`src/rtl/monitor_pkg.sv`:
```
// Shared encodings for the debug monitor view controller.
package monitor_pkg;

  localparam int NUM_VIEWS = 6;

  localparam logic [2:0] VIEW_PC = 3'd0;
  localparam logic [2:0] VIEW_A  = 3'd1;
  localparam logic [2:0] VIEW_X  = 3'd2;
  localparam logic [2:0] VIEW_Y  = 3'd3;
  localparam logic [2:0] VIEW_SP = 3'd4;
  localparam logic [2:0] VIEW_P  = 3'd5;

  // Label word is {LABEL_PREFIX, 1'b0, view}
  localparam logic [11:0] LABEL_PREFIX = 12'hF00;

  typedef enum logic {
    ST_LABEL = 1'b0,
    ST_VALUE = 1'b1
  } state_e;

  // Step the view index forward or backward with wrap over 0..5
  function automatic logic [2:0] view_step(input logic [2:0] v, input logic fwd);
    if (fwd) return (v == VIEW_P)  ? VIEW_PC : v + 3'd1;
    else     return (v == VIEW_PC) ? VIEW_P  : v - 3'd1;
  endfunction

endpackage

```
`src/rtl/btn_debounce.sv`:
```
// One active-low button: 2-FF synchronizer, stability counter, press pulse.
module btn_debounce #(
  parameter int DEBOUNCE_CYCLES = 1000000
) (
  input  logic clk,
  input  logic reset,
  input  logic btn_n_i,
  output logic press_o
);
  localparam int CW = $clog2(DEBOUNCE_CYCLES + 1);

  logic          sync1_q, sync2_q;
  logic          state_q, state_d;
  logic          press_q, press_d;
  logic [CW-1:0] cnt_q, cnt_d;
  logic          flip;

  // Accept the synced level once it has differed for DEBOUNCE_CYCLES samples
  assign flip = (sync2_q != state_q) && (cnt_q == CW'(DEBOUNCE_CYCLES - 1));

  // Synchronizer idles at released so reset never fakes a press
  always_ff @(posedge clk or posedge reset) begin
    if (reset) begin
      sync1_q <= 1'b1;
      sync2_q <= 1'b1;
    end else begin
      sync1_q <= btn_n_i;
      sync2_q <= sync1_q;
    end
  end

  // Counter restarts whenever the sample agrees; pulse only on accepted 1->0
  always_comb begin
    state_d = state_q;
    press_d = flip & state_q;
    if (sync2_q == state_q) begin
      cnt_d = '0;
    end else if (flip) begin
      cnt_d   = '0;
      state_d = sync2_q;
    end else begin
      cnt_d = cnt_q + 1'b1;
    end
  end

  // Debounce state registers
  always_ff @(posedge clk or posedge reset) begin
    if (reset) begin
      cnt_q   <= '0;
      state_q <= 1'b1;
      press_q <= 1'b0;
    end else begin
      cnt_q   <= cnt_d;
      state_q <= state_d;
      press_q <= press_d;
    end
  end

  assign press_o = press_q;

endmodule

```
`src/rtl/monitor_view_ctrl.sv`:
```
// Display sequencer: button debounce, view select, label splash, freeze, auto-rotate.
module monitor_view_ctrl
  import monitor_pkg::*;
#(
  parameter int DEBOUNCE_CYCLES = 1000000,
  parameter int ROTATE_CYCLES   = 100000000,
  parameter int LABEL_CYCLES    = 25000000
) (
  input  logic        clk,
  input  logic        reset,
  input  logic [3:0]  btn_n,
  input  logic [15:0] PC_reg,
  input  logic [7:0]  A_reg,
  input  logic [7:0]  X_reg,
  input  logic [7:0]  Y_reg,
  input  logic [7:0]  SP_reg,
  input  logic [7:0]  P_reg,
  output logic [15:0] display_value,
  output logic [2:0]  view_sel,
  output logic        label_active,
  output logic        frozen,
  output logic        auto_mode
);
  localparam int RW = $clog2(ROTATE_CYCLES + 1);
  localparam int LW = $clog2(LABEL_CYCLES + 1);

  // press[0] next, [1] prev, [2] freeze toggle, [3] auto toggle
  logic [3:0] press;

  for (genvar b = 0; b < 4; b++) begin : g_btn
    btn_debounce #(.DEBOUNCE_CYCLES(DEBOUNCE_CYCLES)) u_db (
      .clk     (clk),
      .reset   (reset),
      .btn_n_i (btn_n[b]),
      .press_o (press[b])
    );
  end

  logic [NUM_VIEWS-1:0][15:0] live;
  assign live[VIEW_PC] = PC_reg;
  assign live[VIEW_A]  = {8'h00, A_reg};
  assign live[VIEW_X]  = {8'h00, X_reg};
  assign live[VIEW_Y]  = {8'h00, Y_reg};
  assign live[VIEW_SP] = {8'h00, SP_reg};
  assign live[VIEW_P]  = {8'h00, P_reg};

  state_e                     state_q, state_d;
  logic [2:0]                 view_q, view_d;
  logic                       view_chg;
  logic [LW-1:0]              lab_cnt_q, lab_cnt_d;
  logic [RW-1:0]              rot_cnt_q, rot_cnt_d;
  logic                       lab_done, rot_tick;
  logic                       frozen_q, auto_q;
  logic [NUM_VIEWS-1:0][15:0] snap_q;
  logic [15:0]                disp_q, disp_d;

  assign lab_done = (state_q == ST_LABEL) && (lab_cnt_q == LW'(LABEL_CYCLES - 1));
  assign rot_tick = (state_q == ST_VALUE) && auto_q && (rot_cnt_q == RW'(ROTATE_CYCLES - 1));

  // View arbitration: manual beats auto; next+prev together cancel and eat the tick
  always_comb begin
    view_d   = view_q;
    view_chg = 1'b0;
    if (press[0] && !press[1]) begin
      view_d   = view_step(view_q, 1'b1);
      view_chg = 1'b1;
    end else if (press[1] && !press[0]) begin
      view_d   = view_step(view_q, 1'b0);
      view_chg = 1'b1;
    end else if (!press[0] && !press[1] && rot_tick) begin
      view_d   = view_step(view_q, 1'b1);
      view_chg = 1'b1;
    end
  end

  // FSM state register
  always_ff @(posedge clk or posedge reset) begin
    if (reset) state_q <= ST_VALUE;
    else       state_q <= state_d;
  end

  // FSM next state: any view change (re)starts the label
  always_comb begin
    state_d = state_q;
    if (view_chg)      state_d = ST_LABEL;
    else if (lab_done) state_d = ST_VALUE;
  end

  // FSM outputs: label flag and next display word
  always_comb begin
    label_active = (state_q == ST_LABEL);
    if (state_q == ST_LABEL) disp_d = {LABEL_PREFIX, 1'b0, view_q};
    else if (frozen_q)       disp_d = snap_q[view_q];
    else                     disp_d = live[view_q];
  end

  // Label counter runs only in LABEL; rotate counter only in VALUE with auto on
  always_comb begin
    lab_cnt_d = (view_chg || lab_done || state_q != ST_LABEL) ? '0 : lab_cnt_q + 1'b1;
    rot_cnt_d = rot_cnt_q;
    if (view_chg || !auto_q || rot_tick) rot_cnt_d = '0;
    else if (state_q == ST_VALUE)        rot_cnt_d = rot_cnt_q + 1'b1;
  end

  // View, counters and the registered display word
  always_ff @(posedge clk or posedge reset) begin
    if (reset) begin
      view_q    <= VIEW_PC;
      lab_cnt_q <= '0;
      rot_cnt_q <= '0;
      disp_q    <= 16'h0000;
    end else begin
      view_q    <= view_d;
      lab_cnt_q <= lab_cnt_d;
      rot_cnt_q <= rot_cnt_d;
      disp_q    <= disp_d;
    end
  end

  // Freeze captures all views on the same edge; auto toggle is independent
  always_ff @(posedge clk or posedge reset) begin
    if (reset) begin
      frozen_q <= 1'b0;
      auto_q   <= 1'b0;
      snap_q   <= '0;
    end else begin
      if (press[2]) begin
        if (!frozen_q) snap_q <= live;
        frozen_q <= ~frozen_q;
      end
      if (press[3]) auto_q <= ~auto_q;
    end
  end

  assign display_value = disp_q;
  assign view_sel      = view_q;
  assign frozen        = frozen_q;
  assign auto_mode     = auto_q;

endmodule

```
`config.mk`:
```
export PLATFORM = sky130hd
export DESIGN_NAME = monitor_view_ctrl
export DESIGN_NICKNAME = d
export VERILOG_FILES = /design/src/rtl/monitor_pkg.sv /design/src/rtl/btn_debounce.sv /design/src/rtl/monitor_view_ctrl.sv
export SDC_FILE = /design/constraint.sdc
export NUM_CORES = 1
export LEC_CHECK = 0
export CORE_MARGIN = 2
export CORE_UTILIZATION = 50
export DETAILED_ROUTE_END_ITERATION = 10
export HOLD_SLACK_MARGIN = 0.1
export PLACE_DENSITY = 0.8
export SLEW_MARGIN = 20
export SYNTH_ARGS = -nofsm -noshare
export SYNTH_HDL_FRONTEND = slang
export SYNTH_SLANG_ARGS = --single-unit
```
`constraint.sdc`:
```
create_clock -name clk -period 13.4 [get_ports clk]
set_clock_uncertainty 0.05 [all_clocks]
set_input_delay 2.01 -clock clk [delete_from_list [all_inputs] [get_ports clk]]
set_output_delay 2.01 -clock clk [all_outputs]
set_load 0.02 [all_outputs]
```
==> impl_metrics.ini <==
[run_status]
status = finished, final reports clean

[place]
hpwl_mm = 13.6
port-buffer-count = 83
gp_congestion = 0.792

[critical_path]
worstPathCellList = clkdlybuf4s50_1
end_kind = output pin
crit_type = reg -> out
path_max_fanout = 26
arrival_ns = 2.32
worst_path_max_delay_cell = dfrtp_1
timing.rr.end = rot_cnt_q[10]
reg2reg_depth = 5
regToRegSetupSlack_ns = 10.93
critPathBufInv = 1
slowest_delay_ns = 1.04
critical_path_required_ns = 11.34
cp_top_family = flip-flops
critPathLaunchType = register
r2r-start = state_q

[clocking]
cts.sinks = 226
clock-root-buffer = clkbuf_16
cts_buffer_depth = 3
cts_setup_buffers = 0
cts-buffers-inserted = 24
clk_pin_slew_ns = 0.06
clock_latency_ns = 0.52
cts_tree = done
cts.repair.resized = 0
ctsHtreeMaxLevel = 1
ctsHoldBuffers = 0

[synthesis]
syn-num-nets = 1051
synth.area.top_cells = dfrtp_1, mux2_2, xnor2_1, nor2_1, xor2_1
synthDistinctLibCells = 47
synthSimpleGateAreaFrac = 0.191
synth_top_family_by_area = simple AND/OR/NAND/NOR gates
synth_area_sq_um = 10800
synth-seq-cells = 226
async_reset_ff_frac = 1.00
syn_inst = 979
yosysTopAreaCell = dfrtp_1
synth_ff_type = dfrtp_1
synth_fa_ha_area_frac = 0.0115
synth_mux_area_frac = 0.122
synth_top_area_share = 0.492
synth-edff-count = 0
synth_compound_area_frac = 0.0254
synth-xor-area-share = 0.0993
synth_warnings = 0
syn_avg_cell_area_sq_um = 11.1
ys_seq_area_frac = 0.523

[timing]
finalMaxSlewViolations = 0
finalHoldViolCount = 0
finalSetupViolCount = 0
max_freq_mhz = 228
period_share = 0.327
fin_crit_ns = 4.38
grt_setup_unrepaired = no
worst_slew_pin_slew_ns = 1.07
fin_tns_setup_ns = 0
slew-limit-headroom = 0.290

[floorplan]
die_area_sq_um = 22900
die_w_um = 151
rows = 53
die_h_um = 151
initial_core_util = 0.513
core_sq_um = 21200
num_io_pins = 84

[finish]
layout-drive-gt1-share = 0.143
layout_commonest_cell = dfrtp_1
area_growth_pct = 17.5
n_fill_cell = 1664
layout_common_cells = dfrtp_1, nor2_1, clkdlybuf4s50_1
nets = 1123
diodes = 0
fin_util = 0.602

[global_route]
grt-ovfl-total = 0
grt_max_degree = 153
grt_first_pass_wirelength_mm = 36.6
grt_usage = 0.195
first_global_vias = 7516
antenna_found_initial = 0

[drt]
via_per_inst = 5.54
totalWireLength_mm = 21.7
drtIter0Drc = 463
drc = 0
via_count = 7440
dr.pass1.iters = 4
wire_per_inst_um = 16.2
ant_nets = 0

[worst_hold_path]
hold_path_class = reg -> reg
hp-start = g_btn[0].u_db.sync1_q
min_delay_path_depth = 0
hold_end = g_btn[0].u_db.sync2_q

[power_and_ir_drop]
leakage_nw = 5.34
combPwrFrac = 0.034
switching_share = 0.205
p_per_area_nw_per_um2 = 116
vdd_drop_max_v = 0.000150
pwr-share-clk = 0.498
internal-power_mw = 1.17
switching_power_uw = 302
power_frac_seq = 0.468

[flow_run]
cap_violations = 0
layout make-up:
cell class	count	area (sq um)	share of cell area
multi-input combinational	691	4880	0.383
sequential	226	5670	0.445
inverter	20	87.6	0.00687
clock inverter	14	238	0.0187
clock buffer	30	653	0.0513
timing repair buffer	88	868	0.0682
tap	275	344	0.0270
Yosys cell counts, types with 19 or more instances:
cell type  number
nor2_1        162
inv_1          19
dfrtp_1       213
buf_2          19
nand3_1        44
mux2i_1        22
nand4_1        31
xor2_1         53
nor3_1         31
xnor2_1        70
mux4_2         19
mux2_2         60
nand2_1        45
power groups by stage:
stage                     Sequential, mW  Combinational [mW]  Clock, mW
final                              0.691              0.0496      0.735
after global routing               0.691              0.0557      0.780
after CTS                          0.691              0.0508      0.747
after detailed placement           0.703              0.0500          0
after global placement             0.703              0.0493          0
after floorplan                    0.703              0.0233          0
worst max-delay path by stage:
stage	from	end	slack [ns]	cells past startpoint
6_report	view_sel[1]	view_sel[1]	9.02	1
5_1_grt	view_sel[1]	view_sel[1]	8.91	1
4_1_cts	view_sel[1]	view_sel[1]	8.99	1
3_5_place_dp	reset	g_btn[1].u_db.cnt_q[2]	9.04	3
3_3_place_gp	reset	g_btn[0].u_db.cnt_q[0]	9.02	3
2_1_floorplan	reset	auto_mode	5.17	1
stage by stage:
stage                     setup WS [ns]  instances  total power, mW  instance area, sq um  hold slack [ns]
after global routing               8.91       1344             1.53                 12700            0.310
final                              9.02       1344             1.48                 12700            0.304
after CTS                          8.99       1344             1.49                 12700            0.306
after global placement             9.02       1300            0.752                 11800            0.296
after floorplan                    5.17        979            0.726                 10800            0.295
after detailed placement           9.04       1300            0.753                 11800            0.298
routing by layer:
metal	vias to the layer above	GRT usage	routed length, um
met2	155	0.326	10800
li1	3559	-	-
met1	3692	0.274	9750
met4	0	0.0374	358
met5	-	0	0
met3	34	0.0295	803
logic make-up after synthesis:
kind of cell,Yosys count
adder cells (fa/ha/maj),10
multiplexers,101
XOR/XNOR,123
flip-flops,226
AND/OR/NAND/NOR,409
AO/OA/AOI/OAI,48
buffers and inverters,62
flip-flops by register name (all words and copies together) (netlist names):
signal / cells
g_btn.u_db.sync1_q: 4
lab_cnt_q: 25
view_sel: 3
g_btn.u_db.sync2_q: 4
g_btn.u_db.press_o: 4
rot_cnt_q: 27
g_btn.u_db.cnt_q: 80
frozen: 1
auto_mode: 1
state_q: 1
snap_q: 56
display_value: 16
g_btn.u_db.state_q: 4
(Power assumes the default switching activity.)
==> variant 1, RTL diff (config.mk and constraints unchanged) <==
Register the output `display_value` once more, with the module's reset; this adds one clock of latency there. The other outputs are not delayed to match.
--- a/src/rtl/monitor_view_ctrl.sv
+++ b/src/rtl/monitor_view_ctrl.sv
@@ -134,3 +134,9 @@
 
-  assign display_value = disp_q;
+  always_ff @(posedge clk or posedge reset) begin
+    if (reset) begin
+      display_value <= '0;
+    end else begin
+      display_value <= disp_q;
+    end
+  end
   assign view_sel      = view_q;
Check against the original RTL: not equivalent (a bounded check fails within 4 cycles, from zero or initial values and one cycle with reset high).
==> variant 1 against the original RTL <==
  * Final cell count up 1.5%
  * Routed wire length down 0.40%
  * Final area is 2.6% higher
  * Sequential cell count grew 16
  * Non-clock buffer count increased by 1
  * Synthesized cell count rose by 0.41%
  * Total power rose by 1.5%
  * Area after synthesis increased by 3.0%
  * Global-route usage decreased by 0.62 points
  * Worst setup slack lost 0.0025 ns
  * Die area is 2.9% higher
  * Critical endpoint unchanged
  * Highest routed layer is now met5
==> variant 1: results (changes against the original RTL) <==
- Post-synthesis adder-cell area fraction: 1.12% (-0.034 points)
- Post-synthesis average cell area: 11.4 µm² (+2.6%)
- Power Sequential: 752 µW (+8.8%)
- First-pass GRT wire length: 37,200 µm (+1.6%)
- Largest net degree at the start of global routing: 97 (-37%)
- Max incr delay on CP: 1.00 ns (-0.04 ns)
- 1st-iter DRT viols: 420 (-9.3%)
- Vias in the first global route: 7,589 (+0.97%)
- Post-Place Setup Slack: 8.33 ns (-0.705 ns)
- Register area share after synthesis: 54.4% (+2.1 points)
- Synth Warn #: 0 (unchanged)
- WL met2: 10,300 µm (-4.6%)
- Fraction of the mapped netlist area in compound gates: 2.33% (-0.21 points)
- Clk_lat worst skew: 0.53 ns
- Yosys cell types: 48 (+2.1%)
- M1 GR Usage: 26.7% (-0.77 points)
- RR Endpoint: lab_cnt_q[19]$_DFF_PP0_
- Met2 usage: 30.4% (-2.2 points)
- Hold_ws: 0.297 ns (-0.00655 ns)
- Post-route minimum period: 4.39 ns (+0.00254 ns)
- Top Registers: g_btn.u_db.cnt_q: 80 flops, snap_q: 56 flops, rot_cnt_q: 27 flops
- DR WL/cell: 15.9 µm (-1.9%)
- Worst setup endpoint: view_sel[1]
- Layout cell share with drive strength beyond 1: 14.4% (+0.079 points)
- Critical Path Source: view_sel[1]$_DFFE_PP0P_
- Worst reg-to-reg path cell count: 5 (unchanged)
- Highest metal layer with signal wires: met5
- Mux cell area share after synthesis: 12.0% (-0.21 points)
- Leakage power: 0.00526 µW (-1.4%)
- DP Wirelength: 14,300 µm (+4.9%)
- M1 wire length: 9900 µm (+1.5%)
- Total combinational power: 62.8 µW (+27%)
- Routed met3 length: 976 µm (+22%)
- Final WL: 21,700 µm (-0.40%)
- Reg-to-Reg Start: auto_mode$_DFFE_PP0P_
- Filler Cell Count: 1,763 (+5.9%)
- Cells after DPL: 1,318 (+1.4%)
- Synth top area cells: dfrtp_1 51%, xnor2_1 7.4%, mux2_2 6.6%
- Worst hold path endpoint: display_value[7]$_DFF_PP0_
- Worst hold start: disp_q[7]$_DFF_PP0_
- R2R setup slack: 10.99 ns (+0.06 ns)
- Placed Area: 0.0123 mm² (+3.5%)
- Vias per cell: 5.40 (-2.5%)
- Sw Ratio: 21.3% (+0.83 points)
- Area of the multi-input gates: 0.00484 mm² (-0.85%)
- Switching power: 319 µW (+5.6%)
- Gr usage total: 18.9% (-0.62 points)
- Initial antenna violation count: 1 (+1)
- Max_slew headroom: 33.3% (+4.3 points)
- CTS Buf Count: 25 (+4.2%)
- Xor/xnor cell area share of the yosys netlist: 9.88% (-0.054 points)
- Final GP Congestion: 0.791 (about the same)
- M3 GR Usage: 3.09% (+0.14 points)
- Commonest cells in the netlist: 229 x dfrtp_1, 174 x nor2_1, 94 x xnor2_1
- Syn Nets: 1,055 (+0.38%)
- Crit-path max FO: 23 (-12%)
- Peak supply drop: 0.0823 mV (-45%)
- Outcome: finished, final reports clean
- Max_cap viols: 0 (unchanged)
## variant 1: cell count changes in the layout (fill, tap and decap cells not counted), moves of 6 or more
cell	delta
dfrtp_1	+16
inv_1	+11
nand2_1	-6
nand4_1	-6
nor2_1	+12
o21ai_0	-9
xnor2_1	+24
xor2_1	-21
## variant 1: logic make-up (layout without fill, tap and decap cells)
kind of cell | Yosys count | count (layout)
buf+inv | 64 | 165
simple gates | 400 | 400
xor+xnor | 126 | 126
mux | 102 | 102
fa+ha+maj | 10 | 10
flops | 242 | 242
compound gates | 39 | 39
## variant 1: worst register-to-register path: cells and delay by family (launching register included)
kind,cells,cell delay (ns)
simple gates,5,1.74
flops,1,0.49
## variant 1: final cells by class
class                   instances  share of cell area [%]
well taps                     280                    2.68
inverters                      30                   0.919
clock buffers                  35                    5.30
repair buffers                 89                    6.70
flip-flops and latches        242                    46.5
clock inverters                11                   0.919
multi-input cells             677                    37.0
==> variant 2, RTL diff (same flow settings) <==
Without the edit above. Change the parameter `ROTATE_CYCLES` from 100000000 to 25000000.
--- a/src/rtl/monitor_view_ctrl.sv
+++ b/src/rtl/monitor_view_ctrl.sv
@@ -5,3 +5,3 @@
   parameter int DEBOUNCE_CYCLES = 1000000,
-  parameter int ROTATE_CYCLES   = 100000000,
+  parameter int ROTATE_CYCLES   = 25000000,
   parameter int LABEL_CYCLES    = 25000000
Function: no difference found for any inputs over 4 cycles, from zero or initial values and one cycle with reset high; that may be too few to reach the edited logic, so the function may still have changed.
==> variant 2 against the original RTL <==
  * Final area decreased by 1.7%
  * Fmax increased by 0.52%
  * Worst hold slack improved by 0.00061 ns
  * Critical path depth unchanged
  * Sequential cell count decreased by 2
  * Worst setup slack improved by 0.023 ns
  * Clock power decreased by 10%
  * Die area decreased by 1.9%
  * Global-route usage decreased by 1.3 points
  * Via count decreased by 4.1%
  * Area after synthesis decreased by 2.0%
  * Routed wire length decreased by 5.9%
  * Total power decreased by 5.4%
==> variant 2: results (changes against the original RTL) <==
- Vias per cell: 5.42 (-2.1%)
- Layout Cells excl Fill: 1,316 (-2.1%)
- Crit-path max FO: 27 (+3.8%)
- WP data arrival: 2.30 ns (-0.02 ns)
- Outcome: finished, final reports clean
- Leakage power: 0.00534 µW (+0.12%)
- Met2 usage: 30.4% (-2.2 points)
- Max_slew headroom: 26.1% (-2.9 points)
- M1 GR Usage: 25.1% (-2.4 points)
- Top Registers: g_btn.u_db.cnt_q: 80 flops, snap_q: 56 flops
- Syn Nets: 1,022 (-2.8%)
- Register area share after synthesis: 52.9% (+0.59 points)
- Fin nets: 1,096 (-2.4%)
- 1st-iter DRT viols: 430 (-7.1%)
- Peak supply drop: 0.110 mV (-27%)
- Max incr delay on CP: 1.01 ns (-0.03 ns)
- R2R setup slack: 10.77 ns (-0.16 ns)
- WL met2: 9930 µm (-8.4%)
- Filler Cell Count: 1,682 (+1.1%)
- M1 wire length: 9260 µm (-5.0%)
- Placed Area: 0.0117 mm² (-1.5%)
- DP Wirelength: 13,000 µm (-4.9%)
- RR Endpoint: rot_cnt_q[14]$_DFFE_PP0P_
- Gr usage total: 18.2% (-1.3 points)
- Commonest cells in the netlist: 211 x dfrtp_1, 156 x nor2_1, 78 x xor2_1
- Layout cell share with drive strength beyond 1: 14.4% (+0.097 points)
variant 2: cells by family (layout without fill, tap and decap cells):
logic type / after synthesis / count (layout) / synth area share (%)
simple gates: 394 / 394 / 18.8
flops: 224 / 224 / 52.9
xor+xnor: 124 / 124 / 10.2
mux: 101 / 101 / 12.5
buf+inv: 56 / 147 / 2.18
compound gates: 41 / 41 / 2.26
fa+ha+maj: 10 / 10 / 1.18
variant 2: report_power, final:
group	switching [µW]	total, µW	internal (µW)
Sequential	3.34	685	682
Combinational	26.0	49.5	23.6
Clock	261	661	400
Total	290	1400	1110
variant 2: layout make-up:
type	instances	share of cell area (%)
Multi-Input combinational cell	670	38.2
Clock buffer	32	5.52
Tap cell	275	2.75
Sequential cell	224	44.9
Inverter	16	0.539
Timing Repair Buffer	88	7.19
Clock inverter	11	0.859
variant 2: per-stage QoR:
step | utilization [%] | hold WS (ns) | setup WS, ns
2_1_floorplan | - | 0.295 | 5.23
3_3_place_gp | 55.7 | 0.297 | 8.96
3_5_place_dp | 55.7 | 0.297 | 8.95
4_1_cts | 59.5 | 0.306 | 8.96
5_1_grt | 59.8 | 0.309 | 8.94
6_report | 59.8 | 0.305 | 9.04
variant 2: how the worst max path moves through the flow:
stage / from / to
after floorplan: reset / auto_mode$_DFFE_PP0P_
after global placement: reset / view_sel[0]$_DFFE_PP0P_
after detailed placement: reset / view_sel[0]$_DFFE_PP0P_
after CTS: view_sel[0]$_DFFE_PP0P_ / view_sel[0]
after global routing: view_sel[1]$_DFFE_PP0P_ / view_sel[1]
final: view_sel[1]$_DFFE_PP0P_ / view_sel[1]
